--- config.mk ---
export PLATFORM = sky130hd
export DESIGN_NAME = load_store_unit
export DESIGN_NICKNAME = d
export VERILOG_FILES = /design/src/rtl/load_store_unit.sv
export SDC_FILE = /design/constraint.sdc
export NUM_CORES = 1
export LEC_CHECK = 0
export CORE_MARGIN = 1
export CORE_UTILIZATION = 49
export CTS_CLUSTER_DIAMETER = 200
export DETAILED_ROUTE_END_ITERATION = 10
export PLACE_DENSITY = 0.93
export SLEW_MARGIN = 40
export SYNTH_ARGS = -nofsm -noshare
export SYNTH_HDL_FRONTEND = slang
export SYNTH_SLANG_ARGS = --single-unit
--- constraint.sdc ---
create_clock -name clk -period 10 [get_ports clk]
set_input_delay 1 -clock clk [delete_from_list [all_inputs] [get_ports clk]]
set_output_delay 1 -clock clk [all_outputs]
set_load 0.02 [all_outputs]
--- src/rtl/load_store_unit.sv ---
// Load/store unit between execute and a word-addressed data memory.
// Handles alignment/range checks, sub-word read-modify-write stores and load extension.
module load_store_unit #(
    parameter int unsigned DEPTH_WORDS = 1024
) (
    input  logic        clk,
    input  logic        rst,
    input  logic        req_valid,
    output logic        req_ready,
    input  logic        req_write,
    input  logic [2:0]  req_funct3,
    input  logic [31:0] req_addr,
    input  logic [31:0] req_wdata,
    output logic        resp_valid,
    input  logic        resp_ready,
    output logic [31:0] resp_rdata,
    output logic        resp_error,
    output logic [1:0]  resp_cause,
    output logic [31:0] mem_addr,
    output logic        mem_we,
    output logic [31:0] mem_wdata,
    input  logic [31:0] mem_rdata
);

    localparam int unsigned XLEN = 32;

    localparam logic [1:0] CAUSE_NONE     = 2'b00;
    localparam logic [1:0] CAUSE_MISALIGN = 2'b01;
    localparam logic [1:0] CAUSE_ACCESS   = 2'b10;
    localparam logic [1:0] CAUSE_ILLEGAL  = 2'b11;

    typedef enum logic [2:0] {
        S_IDLE,
        S_LOAD,
        S_RMW_READ,
        S_WRITE,
        S_RESP
    } state_t;

    state_t            state_q, state_d;
    logic [XLEN-1:0]   addr_q, addr_d;
    logic [XLEN-1:0]   wdata_q, wdata_d;
    logic [2:0]        funct3_q, funct3_d;
    logic [XLEN-1:0]   rdata_q, rdata_d;
    logic              error_q, error_d;
    logic [1:0]        cause_q, cause_d;
    logic              req_ready_q, resp_valid_q, mem_we_q;
    logic [1:0]        req_cause_c;

    // Fault cause for an incoming request, highest priority first.
    function automatic logic [1:0] fault_cause(input logic wr, input logic [2:0] f3,
                                               input logic [XLEN-1:0] a);
        logic legal;
        legal = wr ? (f3 == 3'b000 || f3 == 3'b001 || f3 == 3'b010)
                   : (f3 == 3'b000 || f3 == 3'b001 || f3 == 3'b010 ||
                      f3 == 3'b100 || f3 == 3'b101);
        if (!legal)
            return CAUSE_ILLEGAL;
        else if ((f3[1:0] == 2'b01 && a[0]) || (f3[1:0] == 2'b10 && a[1:0] != 2'b00))
            return CAUSE_MISALIGN;
        else if ({2'b00, a[31:2]} >= XLEN'(DEPTH_WORDS))
            return CAUSE_ACCESS;
        else
            return CAUSE_NONE;
    endfunction

    function automatic logic [XLEN-1:0] load_extend(input logic [2:0] f3, input logic [1:0] off,
                                                    input logic [XLEN-1:0] w);
        logic [XLEN-1:0] lane;
        lane = w >> {off, 3'b000};
        case (f3)
            3'b000:  return {{24{lane[7]}}, lane[7:0]};
            3'b001:  return {{16{lane[15]}}, lane[15:0]};
            3'b100:  return {24'b0, lane[7:0]};
            3'b101:  return {16'b0, lane[15:0]};
            default: return w;
        endcase
    endfunction

    // Replace the addressed byte (SB) or half (SH) lane of the memory word.
    function automatic logic [XLEN-1:0] merge_lane(input logic [2:0] f3, input logic [1:0] off,
                                                   input logic [XLEN-1:0] w,
                                                   input logic [XLEN-1:0] wd);
        logic [XLEN-1:0] mask;
        logic [4:0]      sh;
        mask = f3[0] ? 32'h0000_FFFF : 32'h0000_00FF;
        sh   = {off, 3'b000};
        return (w & ~(mask << sh)) | ((wd & mask) << sh);
    endfunction

    assign req_cause_c = fault_cause(req_write, req_funct3, req_addr);

    always_comb begin
        state_d  = state_q;
        addr_d   = addr_q;
        wdata_d  = wdata_q;
        funct3_d = funct3_q;
        rdata_d  = rdata_q;
        error_d  = error_q;
        cause_d  = cause_q;
        case (state_q)
            S_IDLE: begin
                if (req_valid) begin
                    addr_d   = req_addr;
                    wdata_d  = req_wdata;
                    funct3_d = req_funct3;
                    rdata_d  = '0;
                    error_d  = (req_cause_c != CAUSE_NONE);
                    cause_d  = req_cause_c;
                    if (req_cause_c != CAUSE_NONE)
                        state_d = S_RESP;
                    else if (!req_write)
                        state_d = S_LOAD;
                    else if (req_funct3[1:0] == 2'b10)
                        state_d = S_WRITE;
                    else
                        state_d = S_RMW_READ;
                end
            end
            S_LOAD: begin
                rdata_d = load_extend(funct3_q, addr_q[1:0], mem_rdata);
                state_d = S_RESP;
            end
            S_RMW_READ: begin
                wdata_d = merge_lane(funct3_q, addr_q[1:0], mem_rdata, wdata_q);
                state_d = S_WRITE;
            end
            S_WRITE: state_d = S_RESP;
            S_RESP: begin
                if (resp_ready)
                    state_d = S_IDLE;
            end
            default: state_d = S_IDLE;
        endcase
    end

    always_ff @(posedge clk or posedge rst) begin
        if (rst) begin
            state_q      <= S_IDLE;
            addr_q       <= '0;
            wdata_q      <= '0;
            funct3_q     <= '0;
            rdata_q      <= '0;
            error_q      <= 1'b0;
            cause_q      <= CAUSE_NONE;
            req_ready_q  <= 1'b1;
            resp_valid_q <= 1'b0;
            mem_we_q     <= 1'b0;
        end else begin
            state_q      <= state_d;
            addr_q       <= addr_d;
            wdata_q      <= wdata_d;
            funct3_q     <= funct3_d;
            rdata_q      <= rdata_d;
            error_q      <= error_d;
            cause_q      <= cause_d;
            req_ready_q  <= (state_d == S_IDLE);
            resp_valid_q <= (state_d == S_RESP);
            mem_we_q     <= (state_d == S_WRITE);
        end
    end

    assign req_ready  = req_ready_q;
    assign resp_valid = resp_valid_q;
    assign resp_rdata = rdata_q;
    assign resp_error = error_q;
    assign resp_cause = cause_q;
    assign mem_addr   = {2'b00, addr_q[31:2]};
    assign mem_we     = mem_we_q;
    assign mem_wdata  = wdata_q;

endmodule

=== Word-level counts from Yosys, hierarchy flattened ===
Index checks and enable logic that the tools add are counted.

* Word-level logic and storage cells: 69
* Input port bits: 104
* Register bits: 108
* Output and inout bits: 102
* ROM bits: 0
* Memories kept: 0
* Bits in latches: 0
* Memory bits (writable): 0

* Order comparisons: 1
* Add/subtract/negate cells: 0
* Divide/modulo/power cells: 0
* Shift operators: 3
* Reduce and logical (&&, ||, !) cells: 19
* Bitwise gates (word level): 4
* Mux-type cells: 16
* Eq/ne operators: 16
* Multipliers: 0

{| class="wikitable"
|+ Operator list
! operator !! count
|-
| $pmux 32 s2 || 2
|-
| $pmux 32 s4 || 1
|-
| $mux 32 || 2
|-
| $and 32x16->32 || 1
|-
| $and 32x32->32 || 1
|-
| $not 32->32 || 1
|-
| $or 32x32->32 || 1
|-
| $shl 16x5->32 || 1
|-
| $shl 32x5->32 || 1
|-
| $shr 32x5->16 || 1
|-
| $ge 30x11->1 const B || 1
|-
| $eq 3x3->1 const B || 6
|-
| $mux 16 || 1
|-
| $eq 3x2->1 const B || 4
|-
| $logic_not 3->1 || 4
|-
| $pmux 3 s4 || 1
|-
| $eq 3x1->1 const B || 3
|-
| $mux 3 || 3
|-
| $mux 2 || 4
|-
| $reduce_bool 2->1 || 4
|-
| $reduce_and 2->1 || 3
|-
| $logic_or 1x1->1 || 5
|-
| $eq 2x1->1 const B || 1
|-
| $eq 2x2->1 const B || 1
|-
| other kinds (4) || 6
|}

=== Logic depth before layout (Yosys ltp) ===
Gate-level depths: netlist (run 1).

* Word-level depth: 12
* Gate-level depth with buffers: 7

=== Worst setup path after synthesis (run 1) ===
No wires, ideal clock.

* Kind: in2reg
* From: input port req_addr[30]
* To: register mem_we_q (netlist: mem_we)
* Data required time: 9.905 ns
* Path slack: 7.758 ns
* Setup time: 0.095 ns
* Cell stages on the path: 4
* Data arrival time: 2.147 ns
* Cell sequence: nor4_1 nand3_1 or4b_1 o31ai_1

* Word-level cells in the longest chain between the ends: 9

{| class="wikitable"
|+ Ends and longest elaborated chain
! element !! RTL line !! text
|-
| start, declared || 12 || <nowiki>input logic [31:0] req_addr,</nowiki>
|-
| $ge 30x11->1 || 61 || <nowiki>else if ({2'b00, a[31:2]} >= XLEN'(DEPTH_WORDS))</nowiki>
|-
| $mux 2 || 61 ||
|-
| $mux 2 || 59 || <nowiki>else if ((f3[1:0] == 2'b01 && a[0]) || (f3[1:0] == 2'b10 && a[1:0] != 2'b00))</nowiki>
|-
| $mux 2 || 57 || <nowiki>if (!legal)</nowiki>
|-
| $reduce_bool 2->1 || 110 || <nowiki>if (req_cause_c != CAUSE_NONE)</nowiki>
|-
| $mux 3 || 110 ||
|-
| $mux 3 || 103 || <nowiki>if (req_valid) begin</nowiki>
|-
| $pmux 3 s4 || 101 || <nowiki>case (state_q)</nowiki>
|-
| $eq 3x2->1 || 159 || <nowiki>mem_we_q <= (state_d == S_WRITE);</nowiki>
|-
| end signal, assigned || 159 ||
|-
| end, declared || 47 || <nowiki>logic req_ready_q, resp_valid_q, mem_we_q;</nowiki>
|}

Every way passes these cells.
A chain may end at the register's enable or synchronous reset.

=== Worst setup path in the final report (run 1) ===
* From: input port req_valid
* To: register rdata_q[18] (netlist: resp_rdata[18])

* Word-level cells in the longest chain between the ends: 2

{| class="wikitable"
|+ Ends and longest elaborated chain
! element !! RTL line !! text
|-
| start, declared || 8 || <nowiki>input logic req_valid,</nowiki>
|-
| $ne 2x2->1 (no source line) || - ||
|-
| $reduce_and 2->1 (no source line) || - ||
|-
| end signal, assigned || 154 || <nowiki>rdata_q <= rdata_d;</nowiki>
|-
| end, declared || 44 || <nowiki>logic [XLEN-1:0] rdata_q, rdata_d;</nowiki>
|}

Every way passes these cells.

==> impl_results.md, run 1 <==
- Unrepaired setup endpoints after global routing: no
- # DRC: 0
- Outcome: finished clean
- Initial antenna violation count: 0
- Die Wd: 111 um
- Max rail drop VDD: 0.0000897 V
- Worst Hold Class: reg -> reg
- CP max FO: 63
- Skew final: 4.20 ps
- Setup violators final: 0
- Ys flop type: dfrtp_1
- Ports: 206
- Num CTS Buffers: 9
- Die Y-Extent: 111 um
- Static Leak: 3.44 nW
- H-tree lvl count: 3
- Die ar.: 12,200 um^2
- Cell Area, Synth: 5790 um^2
- Setup tns final: 0 ps
- Synthesis Warnings: 0
- Average instance area after synthesis: 9.04 um^2
- Synthesized flop and latch total: 108
- Fmax: 345 MHz
- Routed WL per cell: 19.7 um
- # port buffers: 203
- Core ar.: 11,500 um^2
- Pre-CTS setup slack: 6780 ps
- Placer Congestion: 0.888
- Post-synthesis cell count: 640
- Final core utilization: 0.692
- CP endpoint kind: flop
- Clock Tree Buf Depth: 2
- GRT Total Usage: 0.296
- Seq/Total Area, Yosys: 0.467
- TritonCTS clock tree: yes
- Final Cycle Share: 0.290
- Clk root buf: clkbuf_16
- WL final: 18,300 um
- DRT Pass-1 Iters: 5
- Share of cells above drive strength 1: 0.0432
- Max_slew headroom: 0.444
- Final nets: 887
- EDFF count, synth: 0
- Fraction of registers with async set/reset: 1.00
- Final Hold Vio Count: 0
- # diodes: 0
- Core Rows: 39
- Critical Path Start Type: input port
- Critical Path RT: 10,230 ps
- Clock Latency Late Sink: 340 ps
- CTS Hold Bufs: 0
- Fillers: 850
- Setup WS post-layout: 7100 ps
- Vias per cell: 6.14
- Slew Viols, Final: 0
- Largest net degree at the start of global routing: 73
- Synth cell types: 50
- Vias post-DR: 5,714
- Max-cap violations: 0
- Pwr dens: 179 nW/um^2
- Non-Filler Instances: 930
- Post_cts resized: 0
- Placed Cells: 914
- First-pass GRT wire length: 28,700 um
- Tmin final: 2900 ps
- DP Wirelength: 13,100 um
- WP data arrival: 3120 ps
- WS Path Type: in -> reg
- Area grow syn2layout: 37.1%
- Worst-margin pin slew: 832 ps
- Clk sink count: 108
- ANT nets after route: 0
- Remaining global-route overflow: 0
- Reg clk slew, reported paths: 70 ps
- Post-CTS Setup Repair Bufs: 0
- 1st-iter DRT viols: 609
- Initial Util: 0.505
- Vias in the first global route: 5,480
logic make-up after synthesis:
group	Yosys count	synth area share
AO/OA/AOI/OAI	172	0.220
XOR/XNOR	1	0.00151
other	1	0.000648
buffers and inverters	85	0.0809
AND/OR/NAND/NOR	261	0.206
flip-flops	108	0.467
multiplexers	12	0.0234
stage by stage:
step	power (W)	hold slack (ps)	cell area (um^2)
global route	0.00148	506	7930
floorplan	0.000857	447	5790
global placement	0.00102	460	7610
CTS	0.00141	486	7920
detailed placement	0.00104	462	7610
finish	0.00142	481	7930
cell usage in the layout, fill, tap and decap left out, types with 5 or more instances in the layout:
| cell type | instances |
|---|---|
| a2bb2oi_1 | 7 |
| buf_4 | 7 |
| o21a_1 | 8 |
| a31oi_1 | 8 |
| o21ai_0 | 16 |
| a22o_1 | 9 |
| nor4_1 | 5 |
| a21boi_0 | 8 |
| a21oi_1 | 18 |
| o221ai_1 | 8 |
| a221o_1 | 24 |
| o22ai_1 | 24 |
| dfrtp_1 | 106 |
| mux2i_1 | 9 |
| nor2b_1 | 9 |
| nand3b_1 | 15 |
| nand3_1 | 9 |
| a22oi_1 | 7 |
| nand2b_1 | 12 |
| a211oi_1 | 16 |
| nor2_1 | 26 |
| clkbuf_16 | 9 |
| nor3_1 | 10 |
| nand2_1 | 165 |
| o211ai_1 | 7 |
| clkdlybuf4s50_1 | 203 |
state kept, by name (all words and copies together), names as in the netlist:
register	cells
addr_q	32
resp_valid	1
req_ready	1
resp_cause	2
resp_error	1
funct3_q	3
resp_rdata	32
mem_we	1
mem_wdata	32
state_q	3
per-layer routing:
metal	vias up	wire length (um)	global-route usage
li1	2540	-	-
met4	0	841	0.148
met5	-	0	0
met3	82	1880	0.0596
met2	387	8650	0.474
met1	2705	6980	0.385
worst paths after layout:
kind | from | to | slack (ps) | cells past startpoint
max reg2reg | addr_q[0] | resp_rdata[18] | 7180 | 4
max | req_valid | resp_rdata[18] | 7100 | 6
min in group asynchronous | rst | addr_q[4] | 1060 | 2
max in group asynchronous | rst | resp_rdata[28] | 7940 | 3
min | addr_q[4] | addr_q[4] | 480 | 2
min reg2reg | addr_q[4] | addr_q[4] | 480 | 2
critical path, cell delays in order:
cell and delay, ps:
clkdlybuf4s50_1 560, nor4b_4 220, buf_4 570, nor2_1 110, buf_4 260, a221o_1 380
area by class of cell:
type	instances	area, um^2	share of cell area
Clock inverter	3	45.0	0.00568
Timing Repair Buffer	211	2100	0.264
Sequential cell	108	2710	0.341
Tap cell	143	179	0.0226
Clock buffer	12	267	0.0336
Multi-Input combinational cell	448	2620	0.330
Inverter	5	21.3	0.00268
power breakdown:
part	internal [W]	leakage (nW)	switching, W	total [W]
Clock	0.000214	0.147	0.000157	0.000371
Combinational	0.000220	1.92	0.000265	0.000485
Sequential	0.000497	1.37	0.0000647	0.000562
cell usage after synthesis, drive strengths merged, types with 2 or more instances:
library cell	instances	share of area
a21oi	18	0.016
o22ai	24	0.026
nand2	165	0.11
o221ai	8	0.012
dfrtp	107	0.46
a21boi	8	0.010
a31oi	8	0.0087
o211ai	7	0.0091
nand3	9	0.0078
mux2	2	0.0039
a22o	9	0.014
a221oi	2	0.0030
and2	2	0.0022
o21a	8	0.010
buf	51	0.059
nor3b	2	0.0045
a221o	24	0.042
nand2b	12	0.013
a22oi	7	0.0091
nand3b	15	0.019
a2bb2oi	7	0.011
nor3	10	0.0087
o21ai	17	0.015
mux2i	10	0.019
o31ai	4	0.0052
a32oi	2	0.0030
nor2	26	0.017
inv	4	0.0026
clkbuf	29	0.019
or4b	2	0.0035
nor2b	9	0.0097
a211oi	17	0.024
nor4	5	0.0054
No activity file was read; power rests on OpenSTA's default activity.
==> inputs of run 2 (changes only) <==
--- a/config.mk
+++ b/config.mk
@@ -6,10 +6,10 @@
 export NUM_CORES = 1
 export LEC_CHECK = 0
 export CORE_MARGIN = 1
-export CORE_UTILIZATION = 49
+export CORE_UTILIZATION = 46
 export CTS_CLUSTER_DIAMETER = 200
 export DETAILED_ROUTE_END_ITERATION = 10
-export PLACE_DENSITY = 0.93
+export PLACE_DENSITY = 0.89
 export SLEW_MARGIN = 40
 export SYNTH_ARGS = -nofsm -noshare
 export SYNTH_HDL_FRONTEND = slang
==> constraint.sdc (replaced) <==
create_clock -name clk -period 2.89 [get_ports clk]
set_input_delay 0.289 -clock clk [delete_from_list [all_inputs] [get_ports clk]]
set_output_delay 0.289 -clock clk [all_outputs]
set_load 0.02 [all_outputs]
==> run 2 against run 1 <==
Critical path depth fell by 1. Clock skew increased by 2.2 ps. Core utilization fell by 2.7 points. Power rose to 3.5 times the previous value. Wire length rose by 2.9%. Die area up 6.4%. Combinational power rose to 3.5 times the previous value. Register-to-register slack worse by 6500 ps. Final area rose by 1.5%. Critical endpoint is now mem_wdata[0]. Largest power group unchanged.
==> impl_results.md, run 2 (same netlist as run 1, synthesis figures left out) <==
- First-pass GRT wire length: 29,400 um
- Fillers: 953
- Worst path max stage delay: 740 ps
- Vias in the first global route: 5,589
- Pwr dens: 609 nW/um^2
- Reg clk slew, reported paths: 70 ps
- CP max-delay cell: or4b_2
- Remaining global-route overflow: 0
- Outcome: finished clean
- CP endpoint kind: flop
- CTS Hold Bufs: 0
- Clk root buf: clkbuf_16
- Design Area, Final: 8050 um^2
- Initial antenna violation count: 0
- Post_cts resized: 0
- Worst Hold Class: in -> async
- Setup tns final: 0 ps
- ANT nets after route: 0
- DRT Pass-1 Iters: 6
- Worst-margin pin slew: 705 ps
- WP data arrival: 2500 ps
- Final core utilization: 0.664
- CP endpoint: mem_wdata[0]
- Buf/Inv on CP: 1
- Pre-CTS setup slack: 449 ps
- Sequential cell area: 2700 um^2
- Critical Path Most Common Cell: nor2_1
- Clock Latency Late Sink: 350 ps
- CP max FO: 51
- Vias post-DR: 5,822
- Final Cycle Share: 0.768
- Worst setup path startpoint: state_q[2]
- Share of cells above drive strength 1: 0.0539
- Setup violators final: 0
- Clk sink count: 108
- CP Depth: 5
- Final Hold Vio Count: 0
- Final nets: 897
- Fmax: 451 MHz
- Ports: 206
- WL final: 18,900 um
- Max-cap violations: 0
- Commonest non-fill, non-tap cell in the layout: clkdlybuf4s50_1
- Unrepaired setup endpoints after global routing: no
- Die Y-Extent: 114 um
- Flop2flop setup slack: 670 ps
- Core ar.: 12,100 um^2
- Critical path's top delay family: simple AND/OR/NAND/NOR gates
- Tmin final: 2220 ps
- Skew final: 6.39 ps
- Placed cell area: 7730 um^2
- Max rail drop VDD: 0.000317 V
- Static Leak: 3.50 nW
- Commonest non-fill, non-tap cells in the layout: clkdlybuf4s50_1 (203), nand2_1 (165), dfrtp_1 (107)
- H-tree lvl count: 3
- Initial Util: 0.478
- Die Wd: 114 um
- Clock Tree Buf Depth: 2
- Multi-input gate area: 2620 um^2
- CP Cell Sequence: or4b_2 > buf_4 > mux2i_4 > nor2_1 > nor2_1
- Routed WL per cell: 19.5 um
- R2R cell count: 5
- Post-CTS Setup Repair Bufs: 0
- # port buffers: 203
- 1st-iter DRT viols: 696
- Overall power: 0.00490 W
- Setup WS post-layout: 672 ps
- Crit Reg-Reg Startpoint: state_q[2]
- Num CTS Buffers: 9
- Max_slew headroom: 0.528
- Die ar.: 13,000 um^2
- Largest net degree at the start of global routing: 52
- Critical Path Start Type: flop
- Vias per cell: 6.03
- Core Rows: 40
- # diodes: 0
- WS Path Type: reg -> reg
- Area grow syn2layout: 39.1%
- Slew Viols, Final: 0
- # DRC: 0
- Worst R2R End: mem_wdata[0]
- GRT Total Usage: 0.291
- Critical Path RT: 3170 ps
- Placer Congestion: 0.899
- DP Wirelength: 13,900 um
- TritonCTS clock tree: yes
==> run 2: worst min path at each step <==
stage	start	to	slack [ps]	cells after the start
2_1_floorplan	req_addr[10]	addr_q[10]	390	2
3_3_place_gp	addr_q[6]	addr_q[6]	460	2
3_5_place_dp	resp_rdata[4]	resp_rdata[4]	460	2
4_1_cts	req_addr[6]	addr_q[6]	460	3
5_1_grt	rst	state_q[2]	280	2
6_report	rst	state_q[2]	270	2
==> run 2: per-layer routing <==
metal	GRT usage	wire length [um]	vias to the layer above
li1	-	-	2566
met4	0.110	571	0
met5	0	0	-
met2	0.463	9150	395
met3	0.0593	1710	56
met1	0.394	7450	2805
==> run 2: layout make-up <==
cell class | instances | area share
multi-input combinational | 448 | 0.325
sequential | 108 | 0.336
tap | 168 | 0.0261
timing repair buffer | 221 | 0.273
clock inverter | 6 | 0.00778
clock buffer | 10 | 0.0285
inverter | 5 | 0.00280
==> run 2: power by group <==
group / switching, W / leakage [nW] / internal [W]
clock: 0.000568 / 0.147 / 0.000673
sequential: 0.000221 / 1.37 / 0.00172
combinational: 0.000935 / 1.98 / 0.000784
==> run 2: per-stage QoR <==
step                      std cells  hold WS (ps)
after detailed placement        949           459
after global routing            966           280
after global placement          949           457
after floorplan                 641           394
after CTS                       965           461
final                           966           267
==> inputs of run 3 (changes only) <==
--- a/config.mk
+++ b/config.mk
@@ -6,10 +6,10 @@
 export NUM_CORES = 1
 export LEC_CHECK = 0
 export CORE_MARGIN = 1
-export CORE_UTILIZATION = 46
+export CORE_UTILIZATION = 41
 export CTS_CLUSTER_DIAMETER = 200
 export DETAILED_ROUTE_END_ITERATION = 10
-export PLACE_DENSITY = 0.89
+export PLACE_DENSITY = 0.84
 export SLEW_MARGIN = 40
 export SYNTH_ARGS = -nofsm -noshare
 export SYNTH_HDL_FRONTEND = slang
==> constraint.sdc (replaced) <==
create_clock -name clk -period 1.85 [get_ports clk]
set_input_delay 0.185 -clock clk [delete_from_list [all_inputs] [get_ports clk]]
set_output_delay 0.185 -clock clk [all_outputs]
set_load 0.02 [all_outputs]
==> run 3 against run 2 <==
Maximum frequency rose by 26%. Core utilization fell by 5.0 points. Critical path depth did not move. Wire length rose by 0.94%. Register-to-register slack worse by 580 ps. Global-route usage decreased by 1.9 points. Hold slack gained 22 ps. Clock skew is 0.64 ps higher. Combinational power grew 66%. Final area grew 5.6%. Sequential share of layout area fell by 1.8 points. Critical path type unchanged.
==> impl_results.md, run 3 (same netlist as run 1, synthesis figures left out) <==
- Core ar.: 13,800 um^2
- Setup violators final: 0
- Routed WL per cell: 18.6 um
- Placer Congestion: 0.911
- # diodes: 0
- CP endpoint kind: flop
- WP data arrival: 2040 ps
- GRT Total Usage: 0.272
- Die Wd: 121 um
- Commonest non-fill, non-tap cell in the layout: clkdlybuf4s50_1
- Skew final: 7.03 ps
- Overall power: 0.00792 W
- Worst setup path startpoint: state_q[0]
- Clock Tree Buf Depth: 2
- 1st-iter DRT viols: 623
- Area grow syn2layout: 46.9%
- WS Path Type: reg -> reg
- Reg clk slew, reported paths: 70 ps
- Max-cap violations: 0
- Pwr dens: 932 nW/um^2
- Critical Path RT: 2130 ps
- Worst Hold Class: in -> async
- R2R cell count: 5
- Initial Util: 0.418
- Metal-1 WL: 7930 um
- Max rail drop VDD: 0.000424 V
- CTS Hold Bufs: 0
- Die ar.: 14,600 um^2
- CP max FO: 15
- Remaining global-route overflow: 0
- TritonCTS clock tree: yes
- Final Hold Vio Count: 0
- Worst hold slack: 289 ps
- Final Cycle Share: 0.951
- # DRC: 0
- Routed wl met2: 8880 um
- Unrepaired setup endpoints after global routing: no
- Clock Latency Late Sink: 360 ps
- DP Wirelength: 14,100 um
- Fmax: 569 MHz
- Vias per cell: 5.64
- ANT nets after route: 0
- Outcome: finished clean
- DR WL met3: 1570 um
- Die Y-Extent: 121 um
- DRT Pass-1 Iters: 5
- Clk sink count: 108
- Clk root buf: clkbuf_16
- H-tree lvl count: 3
- Num CTS Buffers: 9
- Vias post-DR: 5,773
- Tmin final: 1760 ps
- WL final: 19,100 um
- Commonest non-fill, non-tap cells in the layout: clkdlybuf4s50_1 (203), nand2_1 (165), dfrtp_1 (105)
- Fillers: 1,100
- Initial antenna violation count: 0
- Final nets: 943
- Vias in the first global route: 5,680
- Share of cells above drive strength 1: 0.110
- First-pass GRT wire length: 30,200 um
- Worst-margin pin slew: 580 ps
- Uppermost layer routed: met4
- Core Rows: 43
- Slew Viols, Final: 0
- Ports: 206
- Max_slew headroom: 0.611
- Crit Reg-Reg Startpoint: state_q[0]
- Static Leak: 3.75 nW
- # port buffers: 203
- Critical Path Start Type: flop
- Largest net degree at the start of global routing: 69
[run 3: cell count changes in the layout (fill, tap and decap cells not counted), sizes merged]
cell	delta
clkbuf	+2
buf	+45
clkinvlp	+1
clkinv	-3
inv	-1
bufinv	+1
bufbuf	+1
[run 3: worst max-delay path: stages, from the launching register on]
cell,delay [ps]
dfrtp_2,440
or4b_4,610
buf_12,190
mux2i_4,260
nor2_1,70
nor2_1,120
[run 3: report_power, final]
part | leakage, nW | internal (W) | switching, W
Combinational | 2.23 | 0.00135 | 0.00151
Clock | 0.153 | 0.00122 | 0.000851
Sequential | 1.37 | 0.00269 | 0.000307
Total | 3.75 | 0.00526 | 0.00266
[run 3: path summary, 6_finish.rpt]
path | endpoint | slack (ps)
max | mem_wdata[6] | 90
min | addr_q[24] | 290
max reg2reg | mem_wdata[6] | 90
min reg2reg | addr_q[13] | 470
max in group asynchronous | req_ready | 1130
min in group clk | addr_q[3] | 350
[run 3: final cells by class]
class                   count  area (um^2)  share of cell area
repair buffers            267         2590               0.305
clock inverters             4         72.6             0.00854
multi-input cells         448         2630               0.310
clock buffers              12          246              0.0290
inverters                   5         22.5             0.00265
well taps                 180          225              0.0265
flip-flops and latches    108         2710               0.318
[run 3: stage by stage]
stage	util	area [um^2]	cells	setup TNS, ps	setup slack [ps]
2_1_floorplan	-	5790	641	0	87.3
3_3_place_gp	0.585	8090	1004	-8420	-168
3_5_place_dp	0.585	8090	1004	-10780	-226
4_1_cts	0.612	8470	1022	0	55.8
5_1_grt	0.615	8500	1024	0	0.763
6_report	0.615	8500	1024	0	91.1
[run 3: metal layers]
layer,vias up,GRT usage
met3,54,0.0580
met5,-,0
met2,320,0.423
li1,2654,-
met1,2745,0.363
met4,0,0.128
[run 3: repair_timing]
item	in CTS	in global routing
setup endpoints to repair	29	28
gates resized for setup	3	4
hold endpoints to repair	0	0
gates cloned	1	0
buffers inserted	1	2
pin swaps	1	1
